**config.mk**
```make
export PLATFORM = sky130hd
export DESIGN_NAME = register_file_rv32
export DESIGN_NICKNAME = d
export VERILOG_FILES = /design/src/rtl/register_file_rv32.sv
export SDC_FILE = /design/constraint.sdc
export NUM_CORES = 2
export LEC_CHECK = 0
export CAP_MARGIN = 0
export CORE_MARGIN = 2
export CORE_UTILIZATION = 30
export CTS_CLUSTER_SIZE = 30
export DETAILED_ROUTE_END_ITERATION = 12
export GPL_TIMING_DRIVEN = 0
export PLACE_DENSITY_LB_ADDON = 0.12
export SYNTH_ARGS = -nofsm -noshare
export SYNTH_HDL_FRONTEND = slang
export SYNTH_SLANG_ARGS = --single-unit
```
**constraint.sdc**
```tcl
create_clock -name clk -period 2.4 [get_ports clk]
set_input_delay 0.36 -clock clk [delete_from_list [all_inputs] [get_ports clk]]
set_output_delay 0.36 -clock clk [all_outputs]
set_load 0.01 [all_outputs]
```
**src/rtl/register_file_rv32.sv**
```systemverilog
// 32 x 32-bit integer register file: two combinational read ports plus a debug port, one synchronous write port.
// Optional write-first bypass on all read ports is enabled by defining REGFILE_WRITE_BYPASS_EN.
module register_file_rv32 #(
    parameter  int WIDTH = 32,
    parameter  int NREGS = 32,
    localparam int AW    = $clog2(NREGS)
) (
    input  logic             clk,
    input  logic             rst_n,
    input  logic             RegWrite,
    input  logic [AW-1:0]    WA,
    input  logic [WIDTH-1:0] WD,
    input  logic [AW-1:0]    RA1,
    input  logic [AW-1:0]    RA2,
    input  logic [AW-1:0]    DbgAddr,
    output logic [WIDTH-1:0] RD1,
    output logic [WIDTH-1:0] RD2,
    output logic [WIDTH-1:0] DbgData,
    output logic [15:0]      WrCount
);

    localparam int NPORTS = 3;

    logic [WIDTH-1:0] regs_q [NREGS];
    logic [15:0]      wr_cnt_q, wr_cnt_d;
    logic             wr_en;
    logic [AW-1:0]    rd_addr [NPORTS];
    logic [WIDTH-1:0] rd_data [NPORTS];

    // Out-of-range and x0 targets are neither stored nor counted.
    assign wr_en = RegWrite && (WA != '0) && (int'(WA) < NREGS);

    always_ff @(posedge clk or negedge rst_n) begin
        if (!rst_n) begin
            for (int i = 0; i < NREGS; i++) begin
                regs_q[i] <= '0;
            end
        end else if (wr_en) begin
            regs_q[WA] <= WD;
        end
    end

    always_comb begin
        wr_cnt_d = wr_cnt_q;
        if (wr_en && (wr_cnt_q != 16'hFFFF)) begin
            wr_cnt_d = wr_cnt_q + 16'd1;
        end
    end

    always_ff @(posedge clk or negedge rst_n) begin
        if (!rst_n) begin
            wr_cnt_q <= '0;
        end else begin
            wr_cnt_q <= wr_cnt_d;
        end
    end

    assign rd_addr[0] = RA1;
    assign rd_addr[1] = RA2;
    assign rd_addr[2] = DbgAddr;

    generate
        for (genvar gi = 0; gi < NPORTS; gi++) begin : g_rd_port
            always_comb begin
                rd_data[gi] = '0;
                if ((rd_addr[gi] != '0) && (int'(rd_addr[gi]) < NREGS)) begin
                    rd_data[gi] = regs_q[rd_addr[gi]];
                end
`ifdef REGFILE_WRITE_BYPASS_EN
                // wr_en already excludes x0, so register 0 still reads zero.
                if (wr_en && (rd_addr[gi] == WA)) begin
                    rd_data[gi] = WD;
                end
`endif
            end
        end
    endgenerate

    assign RD1     = rd_data[0];
    assign RD2     = rd_data[1];
    assign DbgData = rd_data[2];
    assign WrCount = wr_cnt_q;

endmodule

```
==> flow_metrics.py <==
metrics = {
    "synthesis": {
        "syn_inst": 4535,
        "yosys.area.top_type_share_pct": 40.9,
        "synthTopCellsByArea": "dfrtp_1, mux4_2, mux2_2, mux2i_1, a22oi_1",
        "synth_top_flop_cell": "dfrtp_1",
        "ys_types": 47,
        "syn_nets": 4591,
        "async_flop_share_pct": 100,
        "syn_avg_cell_area_um2": 14.0,
        "synth_top_cell_by_area": "dfrtp_1",
        "ys_warn_count": 0,
        "synth-seq-cells": 1040,
        "seq_area_frac_synth_pct": 40.9,
        "synth_commonest_cells": "dfrtp_1, mux2_2, mux4_2",
        "synth_area_mm2": 0.0636,
        "synth_edf_count": 0,
        "yosysMostFrequentCell": "dfrtp_1",
    },
    "floorplanning": {
        "die_w_um": 464,
        "fp.dieArea_mm2": 0.216,
        "num_rows": 168,
        "die_h_um": 464,
        "pin_count": 167,
        "start_util_pct": 30.2,
        "coreArea_mm2": 0.210,
    },
    "placed_design": {
        "gp_congestion": 1.01,
        "dpl-instance-area_mm2": 0.0691,
        "portBuffers": 153,
        "place_inst": 7512,
        "place_ws_ps": -3550,
        "dp_hpwl_mm": 259,
    },
    "sta": {
        "finalCritPeriodShare_pct": 139,
        "setup_slack_ps": -943,
        "drv_slew": 22,
        "max_slew_margin_pct": -3.99,
        "max_freq_ghz": 0.299,
        "finalCriticalPeriod_ps": 3340,
        "hold_viol": 0,
        "fin_skew_ps": 5.65,
        "setup_viol": 222,
        "rsz0062_at_grt": "yes",
        "worst_pin_slew_ps": 1560,
    },
    "worst_setup_path": {
        "crit_path_cell_trace": "clkdlybuf4s15_2 > buf_6 > clkbuf_8 > buf_8 > mux4_2 > a211oi_4 > nor3_4 > buf_2",
        "max_stage_delay_ps": 760,
        "endpoint_kind": "output port",
        "r2r-end": "WrCount[1]$_DFFE_PN0P_",
        "rr_startpoint": "WrCount[0]$_DFFE_PN0P_",
        "crit_slowest_cell": "a211oi_4",
        "crit_type": "input pin to output port",
        "cp.arrival_ps": 2980,
        "crit_required_ps": 2040,
        "start_kind": "input pin",
        "r2r_cells": 5,
        "cp_max_fo": 10,
        "r2r_slack_ps": 380,
    },
    "finish": {
        "fin_cells": 7915,
        "design_area_mm2": 0.0800,
        "ff_latch_area_mm2": 0.0260,
        "post-route-util_pct": 38.0,
        "multi_input_area_mm2": 0.0382,
        "layout-drive-gt1-share_pct": 55.2,
        "area_growth_pct": 25.8,
        "layout.nets": 5047,
        "fill_cells": 20200,
    },
    "power_and_ir_drop": {
        "irDropWorstVdd_v": 0.000895,
        "leakagePower_nw": 33.6,
        "power_density_mw_per_mm2": 816,
        "total_power_mw": 65.3,
    },
    "grt": {
        "grt-busiest-layer": "met2",
        "grt_max_degree": 153,
        "antenna_found_initial": 21,
        "grtUsageMet2_pct": 46.6,
        "grtUsageMet3_pct": 12.7,
        "grt_pass1_wl_mm": 483,
        "grtUsageTotal_pct": 33.4,
        "grtUsageMet1_pct": 43.4,
        "grt_pass1_vias": 49600,
        "grt-ovfl-total": 0,
    },
    "routing": {
        "drt_iter0_markers": 6954,
        "routedWlPerCell_um": 46.5,
        "drt_first_pass_iters": 6,
        "ant_nets": 0,
        "vias": 50700,
        "drcViolationCount": 0,
        "viasPerCell": 6.41,
        "wirelength_mm": 368,
    },
    "run": {
        "maxCapViolCount": 2,
    },
    "clock_tree": {
        "clkLatencyLatePin_ps": 820,
        "cts_root_buf": "clkbuf_16",
        "numCtsBuffers": 135,
        "cts_max_level": 4,
        "cts.reportedPaths.clkPinSlew_ps": 50,
        "cts_tree": "built",
        "cts.sinks": 1040,
        "clock_path_buffers": 3,
    },
    "hold_path": {
        "worst_hold_path_type": "input pin to async pin",
    },
    "status": {
        "status": "complete, but fails checks",
        "violations": "max-capacitance violations, max-slew violations, negative setup slack",
    },
}
cell type report:
type	count	area share, %
inverter	7	0.0376
clock inverter	41	0.612
multi-input combinational	2945	47.7
timing repair buffer	330	3.77
buffer	532	5.76
tap	2805	4.39
clock buffer	203	5.09
sequential	1040	32.6
antenna	12	0.0376
critical path, delay by kind of cell:
family	cells	cell delay, ps
buffers and inverters	5	1360
AOI/OAI and AO/OA	1	760
and+or+nand+nor	1	90
muxes	1	370
routing by layer:
layer / up-vias / share of wire [%]
met3: 921 / 11
met4: 8 / 7.3
li1: 18900 / -
met2: 3310 / 41
met5: - / 0.013
met1: 27600 / 40
state kept, by name, summed over array words and instances, names as in the netlist:
name     count
regs_q    1024
WrCount     16
through the flow:
stage          hold slack, ps  TNS (ps)
6_report                  110    -71840
5_1_grt                   159    -67290
4_1_cts                   107    -65230
3_3_place_gp              489         -
2_1_floorplan            64.4     -12.8
3_5_place_dp              302  -1117950
placed cells by master (no fill, tap or decap), types with 51 or more instances in the layout:
cell type,instances
a21oi_1,64
a22oi_1,180
buf_2,157
buf_4,155
buf_6,68
clkbuf_1,172
clkbuf_16,148
clkbuf_2,57
clkbuf_4,52
clkbuf_8,73
clkdlybuf4s50_1,51
dfrtp_1,1023
mux2_2,1000
mux2i_1,500
mux4_2,548
where the power goes:
part           switching, mW  leakage [nW]  internal [mW]
combinational           9.49          18.1           9.42
clock                   8.90          2.26           12.7
sequential              3.86          13.3           20.9
worst max path at each step:
stage                           start                  endpoint
4_1_cts        regs_q[38]$_DFFE_PN0P_                    RD2[6]
3_5_place_dp                   RA2[1]                    RD2[7]
2_1_floorplan                  RA2[2]                   RD2[14]
5_1_grt        regs_q[38]$_DFFE_PN0P_                    RD2[6]
3_3_place_gp                    rst_n  regs_q[1007]$_DFFE_PN0P_
6_report                       RA2[1]                    RD2[6]
repair_timing:
action,CTS,global route
setup buffers,110,41
gates resized for setup,1591,107
hold endpoints to repair,202,0
hold buffers,4,0
gates cloned,5,1
pin swaps,231,73
setup endpoints to repair,484,471
cells by family (layout without fill, tap and decap cells):
group | after synthesis | count (layout) | synth area share, %
AO/OA/AOI/OAI | 581 | 581 | 6.48
flip-flops | 1040 | 1040 | 40.9
buffers and inverters | 550 | 1113 | 4.22
AND/OR/NAND/NOR | 237 | 237 | 2.04
other | 0 | 12 | 0
multiplexers | 2111 | 2111 | 46.1
adder cells (fa/ha/maj) | 1 | 1 | 0.0197
XOR/XNOR | 15 | 15 | 0.207
(Power assumes the default switching activity.)
